## src/rtl/dand_monitor_pkg.sv

```systemverilog
// dand_monitor_pkg: shared types and helpers for the run monitor.
// Rev 1.0
`default_nettype none

package dand_monitor_pkg;

  localparam int MAX_COMMIT_W = 4;

  typedef enum logic [1:0] {
    ST_RUN     = 2'd0,
    ST_HALT    = 2'd1,
    ST_TIMEOUT = 2'd2,
    ST_STALL   = 2'd3
  } status_e;

  typedef enum logic [1:0] {
    S_IDLE = 2'd0,
    S_RUN  = 2'd1,
    S_DONE = 2'd2
  } state_e;

  // Counts set bits among the lowest n lanes; callers zero-pad narrower vectors.
  function automatic logic [2:0] popcount(input logic [MAX_COMMIT_W-1:0] lanes, input int n);
    logic [2:0] cnt;
    cnt = '0;
    for (int i = 0; i < MAX_COMMIT_W; i++) begin
      if (i < n && lanes[i]) begin
        cnt = cnt + 3'd1;
      end
    end
    return cnt;
  endfunction

endpackage

`default_nettype wire

```

## src/rtl/dand_run_monitor_if.sv

```systemverilog
// dand_run_monitor_if: commit-lane observation, run control and statistics bundle.
// Rev 1.0
`default_nettype none

interface dand_run_monitor_if #(
  parameter int COMMIT_W = 1,
  parameter int PC_W     = 64,
  parameter int CNT_W    = 64
);

  logic                     io_enable;
  logic                     io_clear;
  logic [COMMIT_W-1:0]      io_commit_valid;
  logic [COMMIT_W*PC_W-1:0] io_commit_pc;
  logic                     io_halt_pc_en;
  logic [PC_W-1:0]          io_halt_pc;
  logic [CNT_W-1:0]         io_cycle_cnt;
  logic [CNT_W-1:0]         io_instr_cnt;
  logic [PC_W-1:0]          io_last_pc;
  logic [1:0]               io_status;
  logic                     io_done;

  modport master (
    output io_enable, io_clear, io_commit_valid, io_commit_pc, io_halt_pc_en, io_halt_pc,
    input  io_cycle_cnt, io_instr_cnt, io_last_pc, io_status, io_done
  );

  modport slave (
    input  io_enable, io_clear, io_commit_valid, io_commit_pc, io_halt_pc_en, io_halt_pc,
    output io_cycle_cnt, io_instr_cnt, io_last_pc, io_status, io_done
  );

endinterface

`default_nettype wire

```

## src/rtl/dand_sat_counter.sv

```systemverilog
// dand_sat_counter: clearable up-counter with variable increment, saturating at MAX.
// Rev 1.0
`default_nettype none

module dand_sat_counter #(
  parameter int             W     = 8,
  parameter int             INC_W = 1,
  parameter logic [W-1:0]   MAX   = '1
) (
  input  logic             clk,
  input  logic             rst_n,
  input  logic             clr,
  input  logic             en,
  input  logic [INC_W-1:0] inc,
  output logic [W-1:0]     cnt
);

  // One extra bit so an overflowing sum is caught before it wraps.
  logic [W:0] sum;

  assign sum = {1'b0, cnt} + (W+1)'(inc);

  always_ff @(posedge clk or negedge rst_n) begin
    if (!rst_n) begin
      cnt <= '0;
    end else if (clr) begin
      cnt <= '0;
    end else if (en) begin
      cnt <= (sum > {1'b0, MAX}) ? MAX : sum[W-1:0];
    end
  end

endmodule

`default_nettype wire

```

## src/rtl/dand_run_monitor.sv

```systemverilog
// dand_run_monitor: counts run cycles and retirements; ends a run on halt PC, stall or timeout.
// Rev 1.0
`default_nettype none

module dand_run_monitor
  import dand_monitor_pkg::*;
#(
  parameter int COMMIT_W       = 1,
  parameter int PC_W           = 64,
  parameter int CNT_W          = 64,
  parameter int TIMEOUT_CYCLES = 20000000,
  parameter int STALL_LIMIT    = 100000
) (
  input  logic             io_axiClk,
  input  logic             io_asyncResetn,
  dand_run_monitor_if.slave bus
);

  localparam int INC_W   = $clog2(COMMIT_W + 1);
  localparam int STALL_W = (STALL_LIMIT > 0) ? $clog2(STALL_LIMIT + 1) : 1;

  state_e              state;
  status_e             status;
  logic                done;
  logic [PC_W-1:0]     last_pc;

  logic                active;
  logic                any_commit;
  logic                halt_hit;
  logic                stall_hit;
  logic                timeout_hit;
  logic [PC_W-1:0]     top_pc;
  logic [INC_W-1:0]    inc_instr;
  logic [STALL_W-1:0]  stall_cnt;
  logic [CNT_W-1:0]    cycle_cnt;
  logic [CNT_W-1:0]    instr_cnt;

  // The enabling cycle already counts, so activity tracks io_enable outside DONE.
  assign active     = bus.io_enable && !bus.io_clear && (state != S_DONE);
  assign any_commit = |bus.io_commit_valid;
  assign inc_instr  = INC_W'(popcount(MAX_COMMIT_W'(bus.io_commit_valid), COMMIT_W));

  always_comb begin
    halt_hit = 1'b0;
    top_pc   = last_pc;
    for (int i = 0; i < COMMIT_W; i++) begin
      if (bus.io_commit_valid[i]) begin
        top_pc = bus.io_commit_pc[i*PC_W +: PC_W];
        if (bus.io_commit_pc[i*PC_W +: PC_W] == bus.io_halt_pc) begin
          halt_hit = 1'b1;
        end
      end
    end
    halt_hit = halt_hit && bus.io_halt_pc_en;
  end

  assign stall_hit   = (STALL_LIMIT != 0) && !any_commit &&
                       (stall_cnt == STALL_W'(STALL_LIMIT - 1));
  assign timeout_hit = (TIMEOUT_CYCLES != 0) &&
                       (cycle_cnt == CNT_W'(TIMEOUT_CYCLES - 1));

  dand_sat_counter #(
    .W     (CNT_W),
    .INC_W (1),
    .MAX   ({CNT_W{1'b1}})
  ) u_cycle_cnt (
    .clk   (io_axiClk),
    .rst_n (io_asyncResetn),
    .clr   (bus.io_clear),
    .en    (active),
    .inc   (1'b1),
    .cnt   (cycle_cnt)
  );

  dand_sat_counter #(
    .W     (CNT_W),
    .INC_W (INC_W),
    .MAX   ({CNT_W{1'b1}})
  ) u_instr_cnt (
    .clk   (io_axiClk),
    .rst_n (io_asyncResetn),
    .clr   (bus.io_clear),
    .en    (active),
    .inc   (inc_instr),
    .cnt   (instr_cnt)
  );

  // Any retirement restarts the no-commit window.
  dand_sat_counter #(
    .W     (STALL_W),
    .INC_W (1),
    .MAX   (STALL_W'(STALL_LIMIT))
  ) u_stall_cnt (
    .clk   (io_axiClk),
    .rst_n (io_asyncResetn),
    .clr   (bus.io_clear || (active && any_commit)),
    .en    (active),
    .inc   (1'b1),
    .cnt   (stall_cnt)
  );

  always_ff @(posedge io_axiClk or negedge io_asyncResetn) begin
    if (!io_asyncResetn) begin
      state   <= S_IDLE;
      status  <= ST_RUN;
      done    <= 1'b0;
      last_pc <= '0;
    end else if (bus.io_clear) begin
      state   <= S_IDLE;
      status  <= ST_RUN;
      done    <= 1'b0;
      last_pc <= '0;
    end else begin
      case (state)
        S_IDLE, S_RUN: begin
          if (bus.io_enable) begin
            if (any_commit) begin
              last_pc <= top_pc;
            end
            if (halt_hit) begin
              state  <= S_DONE;
              status <= ST_HALT;
              done   <= 1'b1;
            end else if (stall_hit) begin
              state  <= S_DONE;
              status <= ST_STALL;
              done   <= 1'b1;
            end else if (timeout_hit) begin
              state  <= S_DONE;
              status <= ST_TIMEOUT;
              done   <= 1'b1;
            end else begin
              state <= S_RUN;
            end
          end else begin
            state <= S_IDLE;
          end
        end
        S_DONE: begin
          state <= S_DONE;
        end
        default: begin
          state <= S_IDLE;
        end
      endcase
    end
  end

  assign bus.io_cycle_cnt = cycle_cnt;
  assign bus.io_instr_cnt = instr_cnt;
  assign bus.io_last_pc   = last_pc;
  assign bus.io_status    = status;
  assign bus.io_done      = done;

endmodule

`default_nettype wire

```

## src/flat_wrapper.sv

```systemverilog
// flat-port wrapper written by rule: the top's interface ports become plain ports
module dand_run_monitor_flat import dand_monitor_pkg::*;
#(
  parameter int COMMIT_W       = 1,
  parameter int PC_W           = 64,
  parameter int CNT_W          = 64,
  parameter int TIMEOUT_CYCLES = 20000000,
  parameter int STALL_LIMIT    = 100000
)
  (io_axiClk, io_asyncResetn, bus_io_enable, bus_io_clear, bus_io_commit_valid, bus_io_commit_pc, bus_io_halt_pc_en, bus_io_halt_pc, bus_io_cycle_cnt, bus_io_instr_cnt, bus_io_last_pc, bus_io_status, bus_io_done);
  dand_run_monitor_if #(.COMMIT_W(COMMIT_W), .PC_W(PC_W), .CNT_W(CNT_W)) bus_i ();
  input  logic io_axiClk;
  input  logic io_asyncResetn;
  input wire logic [$bits(bus_i.io_enable)-1:0] bus_io_enable;
  input wire logic [$bits(bus_i.io_clear)-1:0] bus_io_clear;
  input wire logic [$bits(bus_i.io_commit_valid)-1:0] bus_io_commit_valid;
  input wire logic [$bits(bus_i.io_commit_pc)-1:0] bus_io_commit_pc;
  input wire logic [$bits(bus_i.io_halt_pc_en)-1:0] bus_io_halt_pc_en;
  input wire logic [$bits(bus_i.io_halt_pc)-1:0] bus_io_halt_pc;
  output wire logic [$bits(bus_i.io_cycle_cnt)-1:0] bus_io_cycle_cnt;
  output wire logic [$bits(bus_i.io_instr_cnt)-1:0] bus_io_instr_cnt;
  output wire logic [$bits(bus_i.io_last_pc)-1:0] bus_io_last_pc;
  output wire logic [$bits(bus_i.io_status)-1:0] bus_io_status;
  output wire logic [$bits(bus_i.io_done)-1:0] bus_io_done;
  assign bus_i.io_enable = bus_io_enable;
  assign bus_i.io_clear = bus_io_clear;
  assign bus_i.io_commit_valid = bus_io_commit_valid;
  assign bus_i.io_commit_pc = bus_io_commit_pc;
  assign bus_i.io_halt_pc_en = bus_io_halt_pc_en;
  assign bus_i.io_halt_pc = bus_io_halt_pc;
  assign bus_io_cycle_cnt = bus_i.io_cycle_cnt;
  assign bus_io_instr_cnt = bus_i.io_instr_cnt;
  assign bus_io_last_pc = bus_i.io_last_pc;
  assign bus_io_status = bus_i.io_status;
  assign bus_io_done = bus_i.io_done;
  dand_run_monitor #(.COMMIT_W(COMMIT_W), .PC_W(PC_W), .CNT_W(CNT_W), .TIMEOUT_CYCLES(TIMEOUT_CYCLES), .STALL_LIMIT(STALL_LIMIT)) u_core (.io_axiClk(io_axiClk), .io_asyncResetn(io_asyncResetn), .bus(bus_i));
endmodule
```

## config.mk

```make
export PLATFORM = sky130hd
export DESIGN_NAME = dand_run_monitor_flat
export DESIGN_NICKNAME = d
export VERILOG_FILES = /design/src/rtl/dand_monitor_pkg.sv /design/src/rtl/dand_run_monitor_if.sv /design/src/rtl/dand_sat_counter.sv /design/src/rtl/dand_run_monitor.sv /design/src/flat_wrapper.sv
export SDC_FILE = /design/constraint.sdc
export NUM_CORES = 1
export LEC_CHECK = 0
export ABC_AREA = 1
export CORE_MARGIN = 2
export CORE_UTILIZATION = 30
export DETAILED_ROUTE_END_ITERATION = 10
export PLACE_DENSITY = 0.62
export SLEW_MARGIN = 20
export SYNTH_ARGS = -nofsm -noshare
export SYNTH_HDL_FRONTEND = slang
export SYNTH_SLANG_ARGS = --single-unit
```

## constraint.sdc

```tcl
create_clock -name io_axiClk -period 7.5 [get_ports io_axiClk]
set_clock_uncertainty 0.05 [all_clocks]
set_input_delay 0.75 -clock io_axiClk [delete_from_list [all_inputs] [get_ports io_axiClk]]
set_output_delay 0.75 -clock io_axiClk [all_outputs]
set_load 0.02 [all_outputs]
```

==> summary.txt, run 1 <==
Run status
  • Outcome: completed

Global routing
  • Initial antenna violation count: 3
  • Vias in the first global route: between 15000 and 20000
  • First-pass GRT wire length: 91.85 mm
  • Final global-route overflow total: 0
  • Largest net degree at the start of global routing: 92
  • GRT Total Usage: between 20% and 30%

Floorplanning
  • Die height: around 220 um
  • Core Rows: 80
  • I/O pin count: 329
  • Die width: ~220 um
  • DIE AREA: 50000 um^2
  • Starting Density: 30.37%
  • Placeable Area: between 40000 and 50000 um^2

Power and ir drop
  • P_sw: 0.7673 mW
  • Clock share of power: 50.8%
  • Peak supply drop: about 150 uV
  • Switching Share: 25.21%
  • Pwr Total: 3.043 mW
  • Leakage power: 8.380 nW
  • Register share of total power: 39.1%
  • Combinational share of power: 10.1%
  • Pwr dens: 156.9 nW/um^2
  • Internal Pwr Total: 2.276 mW

Clock network
  • Hold Buf Count CTS: 0
  • Number of setup buffers added after CTS: 0
  • Clock Latency Late Sink: 0.58 ns
  • CTS Buf Count: 28
  • Root Driver: clkbuf_16
  • Max Root-Sink Buffers: 3
  • Post-CTS resize count: 0
  • CTS Sinks: 214
  • H-tree depth: 1
  • Clock transition at path regs: about 0.060 ns
  • CTS tree: built

Logic synthesis
  • YS warnings: 0
  • Cell count after synthesis: 2197
  • Synth cell types: 37
  • Syn Area/Cell: approximately 6.6 um^2
  • Area contributors post-synth: dfrtp_1 (37%), nand2_1 (17%), nand3_1 (8.0%)
  • Yosys top cell area share: a little under two fifths
  • Synth Register Bits: 214
  • Post-Syn Area: approximately 14000 um^2
  • Synth area leader: dfrtp_1
  • Syn Nets: roughly 2300
  • Register area share after synthesis: 37.01%

Worst setup path
  • Critical path peak fanout: 80
  • Crit path DAT: between 5 and 6 ns
  • Worst EP required: 7.93 ns
  • Crit. End Element: flop
  • R2R cell count: 15
  • Worst setup path category: in -> reg
  • Worst setup SP type: input pin

Cells and area
  • Area occupied by multi-input gates: 7751 um^2
  • Register area: 5355 um^2
  • Share of cells above drive strength 1: 3.851%
  • Area Growth Syn to Fin: 34.08%
  • Fillers: between 5000 and 6000
  • Final #Nets: 2638

STA
  • Fin worst setup slack: about 2.8 ns
  • Fmax: 213.4 MHz
  • Hold Vio Cnt, Final: 0
  • Rel. slew slack: 33.59%
  • RSZ-0062 raised after global routing: false
  • Setup_tns: 0 ns
  • Final worst-path cycle share: between 60 and 70%
  • Final min period: between 4 and 5 ns
  • Worst-margin pin slew: 0.9962 ns
  • Setup violations, final: 0
  • Max Slew Vio Count: 0
  • Hold_ws: just over 0.07 ns

Route
  • Final wirelength: roughly 60 mm
  • Wire per inst: 19.06 um
  • Drt via density: 5.070
  • Drt first-iter violations: 1269
  • Post-route DRC violation count: 0
  • Final ANT Viol Nets: 0
  • Drt first pass iters: 6
  • Detailed-route via count: between 15000 and 20000

Job
  • Max_cap viols: 0

Place
  • Place WS: 2.221 ns
  • GPL Wtd Cong: 0.9589
  • HPWL Detailed: 45.63 mm
  • Input/output buffers: 328

Worst hold path
  • Hold Path Class: in -> async
-- critical path: stages --
cell,delay [ns]
clkdlybuf4s50_1,0.45
buf_4,0.26
clkinv_1,0.10
buf_4,0.32
nand3_1,0.16
buf_4,0.33
clkinv_2,0.30
nor2_4,0.13
buf_4,0.66
clkinv_1,0.79
buf_4,0.52
o21ai_0,0.25
-- registers in the layout, indices dropped and copies added (netlist names) --
signal and count:
u_core.u_stall_cnt.cnt 17, u_core.state 2, u_core.bus.io_last_pc 64, u_core.bus.io_status 2
u_core.u_cycle_cnt.cnt 64, u_core.u_instr_cnt.cnt 64, u_core.bus.io_done 1
-- layer usage --
metal  track usage, %  up-vias  part of all wire, %
met3            5.706      105                  7.8
met1            28.66     7494                   40
li1                 -     7686                    -
met5                0        -                    0
met2            40.33      614                   48
met4            8.344        0                  3.6
-- path summary, 6_finish.rpt --
path                                                 from                    endpoint  slack [ns]
min in group io_axiClk          u_core.u_stall_cnt.cnt[5]   u_core.u_stall_cnt.cnt[5]        0.46
worst max-delay path                         bus_io_clear  u_core.u_instr_cnt.cnt[37]        2.81
worst max register to register  u_core.u_cycle_cnt.cnt[0]  u_core.u_cycle_cnt.cnt[35]        3.52
max in group asynchronous                  io_asyncResetn   u_core.bus.io_last_pc[39]        5.90
worst min-delay path                       io_asyncResetn  u_core.u_instr_cnt.cnt[37]        0.07
worst min register to register  u_core.u_stall_cnt.cnt[5]   u_core.u_stall_cnt.cnt[5]        0.46
-- metrics by stage --
stage               instances  cell area, um^2  utilization (%)
global route             3135            19400            40.71
detailed placement       3082            18330            38.46
floorplan                2197            14470                -
CTS                      3134            19380            40.69
finish                   3136            19400            40.71
global placement         3082            18330            38.46
-- cell usage after synthesis --
cell,n
nor3_2,1
nor3_1,70
dfrtp_1,214
o221ai_1,1
o221a_2,1
nand2_1,658
and2_1,1
a211oi_1,1
nand3b_1,5
clkinv_1,1
buf_2,1
xor2_1,87
nor4_1,26
a21oi_1,37
buf_1,10
nand2_2,1
o21ai_0,132
o22ai_1,37
nand4_1,47
nand3_1,232
and3_1,1
xnor2_1,14
o21bai_1,3
inv_2,1
nor3b_1,4
nor2_1,227
clkbuf_1,54
nor2_4,3
or2_2,13
buf_6,6
o211ai_1,1
inv_1,284
o2111ai_1,5
nand3_4,1
o21ai_1,5
ha_1,7
nor2_2,5
-- placed cells by master, fill, tap and decap left out, types with 7 or more instances in the layout --
| cell | netlist | layout |
|---|---|---|
| nand2_1 | 658 | 655 |
| ha_1 | 7 | 7 |
| xor2_1 | 87 | 87 |
| a21oi_1 | 37 | 37 |
| nor3_1 | 70 | 70 |
| nor2_1 | 227 | 224 |
| nand4_1 | 47 | 47 |
| nor4_1 | 26 | 26 |
| xnor2_1 | 14 | 14 |
| inv_1 | 284 | 283 |
| o22ai_1 | 37 | 37 |
| dfrtp_1 | 214 | 214 |
| clkdlybuf4s50_1 | 0 | 326 |
| o21ai_0 | 132 | 132 |
| bufinv_16 | 0 | 7 |
| nand3_1 | 232 | 232 |
| clkbuf_16 | 0 | 28 |
| or2_2 | 13 | 13 |
| buf_4 | 0 | 12 |
-- power by group through the flow --
stage	sequential [mW]	clock, mW	combinational [mW]
floorplan	1.23	0	0.0938
global placement	1.21	0	0.309
detailed placement	1.21	0	0.310
CTS	1.19	1.59	0.311
global route	1.19	1.63	0.333
finish	1.19	1.55	0.308
-- logic make-up (layout without fill, tap and decap cells) --
kind of cell	after synthesis	count (layout)	synth area share [%]
AND/OR/NAND/NOR	1295	1295	38.36
buffers and inverters	357	679	9.582
AO/OA/AOI/OAI	223	223	8.320
flip-flops	214	214	37.01
XOR/XNOR	101	101	6.114
adder cells (fa/ha/maj)	7	7	0.6054
other	0	2	0
-- area by class of cell --
| cell class | instances | area share (%) |
|---|---|---|
| Tap cell | 615 | 3.967 |
| Inverter | 286 | 5.541 |
| Multi-Input combinational cell | 1626 | 39.96 |
| Clock buffer | 35 | 4.005 |
| Sequential cell | 214 | 27.61 |
| Antenna cell | 2 | 0.02580 |
| Clock inverter | 17 | 1.451 |
| Timing Repair Buffer | 341 | 17.45 |
(Power assumes the default switching activity.)
==> run 2, diff against run 1 <==
==> constraint.sdc (replaced) <==
create_clock -name io_axiClk -period 4.5 [get_ports io_axiClk]
set_clock_uncertainty 0.05 [all_clocks]
set_input_delay 0.45 -clock io_axiClk [delete_from_list [all_inputs] [get_ports io_axiClk]]
set_output_delay 0.45 -clock io_axiClk [all_outputs]
set_load 0.02 [all_outputs]
==> run 2 against run 1 <==
Net effect:
- hold slack better by 0.20 ns
- combinational power is 68% higher
- sequential cell count stayed put
- cell area is 0.28% higher
- largest cell class unchanged
==> summary.txt, run 2 (synthesized netlist as in run 1, its figures left out) <==
Worst setup path
  • Crit. End Element: flop
  • CP most frequent cell: nand3_1
  • Crit path DAT: around 4.3 ns
  • Worst setup SP type: flop
  • Slowest stage cell, crit path: dfrtp_1
  • Largest stage delay, worst path: 0.51 ns
  • Buf/Inv on CP: 1
  • CP delay by family, top: simple AND/OR/NAND/NOR gates
  • Critical path peak fanout: 43
  • Worst EP required: 4.91 ns
  • Critical-path cell list: ha_1 -> nand3_1 -> nor2_1 -> nand3_1 -> xor2_1 -> nand3_1 -> nand3b_1 -> nor2_1 -> nor2_1 -> nand3_4 -> buf_4 -> nand3_1 -> nand2_1 -> nand2_1
  • Worst setup path category: reg -> reg

Global routing
  • Largest net degree at the start of global routing: 107
  • First-pass GRT wire length: 93.08 mm
  • Vias in the first global route: roughly 16000
  • Initial antenna violation count: 2
  • GRT Total Usage: 23.80%
  • Final global-route overflow total: 0

STA
  • Hold Vio Cnt, Final: 0
  • Final min period: 3.916 ns
  • Max Slew Vio Count: 0
  • Setup violations, final: 0
  • Hold_ws: between 0.2 and 0.3 ns
  • RSZ-0062 raised after global routing: false
  • Fmax: around 260 MHz
  • Rel. slew slack: 38.45%
  • Worst-margin pin slew: 0.9233 ns
  • Final worst-path cycle share: just under 90%
  • Setup_tns: 0 ns

Worst hold path
  • Hold Path Class: in -> reg

Cells and area
  • Non-filler cells, final: 3145
  • Final #Nets: 2647
  • Commonest non-fill, non-tap cell in the layout: nand2_1
  • Share of cells above drive strength 1: 4.073%
  • Most frequent cells in the layout: nand2_1 (655), clkdlybuf4s50_1 (326), inv_1 (283)
  • Area Growth Syn to Fin: 34.45%

Floorplanning
  • Die width: approximately 220 um
  • Die height: 223.6 um
  • Core Rows: 80
  • Placeable Area: 47650 um^2
  • Starting Density: 30.37%
  • DIE AREA: about 50000 um^2
  • I/O pin count: 329

Clock network
  • Clock Latency Late Sink: 0.58 ns
  • Clock transition at path regs: 0.06 ns
  • Root Driver: clkbuf_16
  • CTS Buf Count: 29
  • Max Root-Sink Buffers: 3
  • Number of setup buffers added after CTS: 0
  • CTS tree: built
  • CTS Sinks: 214
  • H-tree depth: 1

Job
  • Max_cap viols: 0

Place
  • HPWL Detailed: 46.53 mm
  • GPL Wtd Cong: 0.9944
  • Placed Cells incl. Taps: 3089
  • Input/output buffers: 328

Power and ir drop
  • Leakage power: 8.425 nW
  • Peak supply drop: 254.4 uV
  • Register share of total power: 39.5%
  • Internal Pwr Total: between 3 and 4 mW
  • Switching Share: 25.61%
  • P_sw: roughly 1.3 mW
  • Pwr Total: 5.021 mW
  • Pwr dens: 258.1 nW/um^2
  • Clock share of power: roughly 50%
  • Combinational share of power: between 10% and 20%

Route
  • Final ANT Viol Nets: 0
  • Drt via density: 5.119
  • Drt first pass iters: 5
  • Wire per inst: 19.31 um
  • Final wirelength: 60.74 mm
  • Drt first-iter violations: 1302
  • Post-route DRC violation count: 0
  • Detailed-route via count: 16100

Run status
  • Outcome: completed
## run 2: power by group through the flow
stage / combinational (mW) / sequential [mW] / clock [mW]
floorplan: 0.156 / 2.05 / 0
global placement: 0.517 / 2.01 / 0
detailed placement: 0.519 / 2.02 / 0
CTS: 0.521 / 1.98 / 2.57
global route: 0.556 / 1.99 / 2.66
finish: 0.516 / 1.98 / 2.52
## run 2: metal layers
metal  track usage (%)  vias up  share of wire [%]
met4             8.409        0                3.9
met2             40.83      599                 48
li1                  -     7671                  -
met1             29.28     7711                 41
met5                 0        -                  0
met3             5.443      119                7.4
## run 2: path summary, 6_finish.rpt
| check | startpoint | depth (start not counted) | slack, ns | endpoint |
|---|---|---|---|---|
| worst min-delay path | bus_io_commit_valid | 4 | 0.28 | u_core.u_instr_cnt.cnt[0] |
| worst max register to register | u_core.u_cycle_cnt.cnt[0] | 14 | 0.58 | u_core.u_cycle_cnt.cnt[26] |
| max in group asynchronous | io_asyncResetn | 3 | 2.84 | u_core.state[0] |
| worst min register to register | u_core.bus.io_last_pc[2] | 2 | 0.46 | u_core.bus.io_last_pc[2] |
| min in group asynchronous | io_asyncResetn | 2 | 0.50 | u_core.u_instr_cnt.cnt[37] |
| worst max-delay path | u_core.u_cycle_cnt.cnt[0] | 14 | 0.58 | u_core.u_cycle_cnt.cnt[26] |
## run 2: area by class of cell
type                    count  area (um^2)
clock buffers              43        868.3
clock inverters            11        175.2
repair buffers            349         3456
flip-flops and latches    214         5355
diodes                      1        2.502
multi-input cells        1626         7751
well taps                 615        769.5
inverters                 286         1075
fillers                  5026        28190
## run 2: worst reg2reg max path, stage by stage (launching register included)
cell	delay (ns)
dfrtp_1	0.51
ha_1	0.26
nand3_1	0.25
nor2_1	0.49
nand3_1	0.24
xor2_1	0.29
nand3_1	0.18
nand3b_1	0.20
nor2_1	0.16
nor2_1	0.10
nand3_4	0.26
buf_4	0.50
nand3_1	0.16
nand2_1	0.10
nand2_1	0.07
## run 2: stage by stage
stage	util, %	cell area (um^2)	worst slack, ns
floorplan	-	14470	1.884
global placement	38.60	18390	0.6923
detailed placement	38.60	18390	0.6603
CTS	40.81	19440	0.6494
global route	40.82	19450	0.3350
finish	40.83	19450	0.5839
## run 2: timing repair
action / in CTS / in global routing
gates resized for setup: 0 / 0
hold endpoints to repair: 104 / 0
hold buffers: 1 / 0
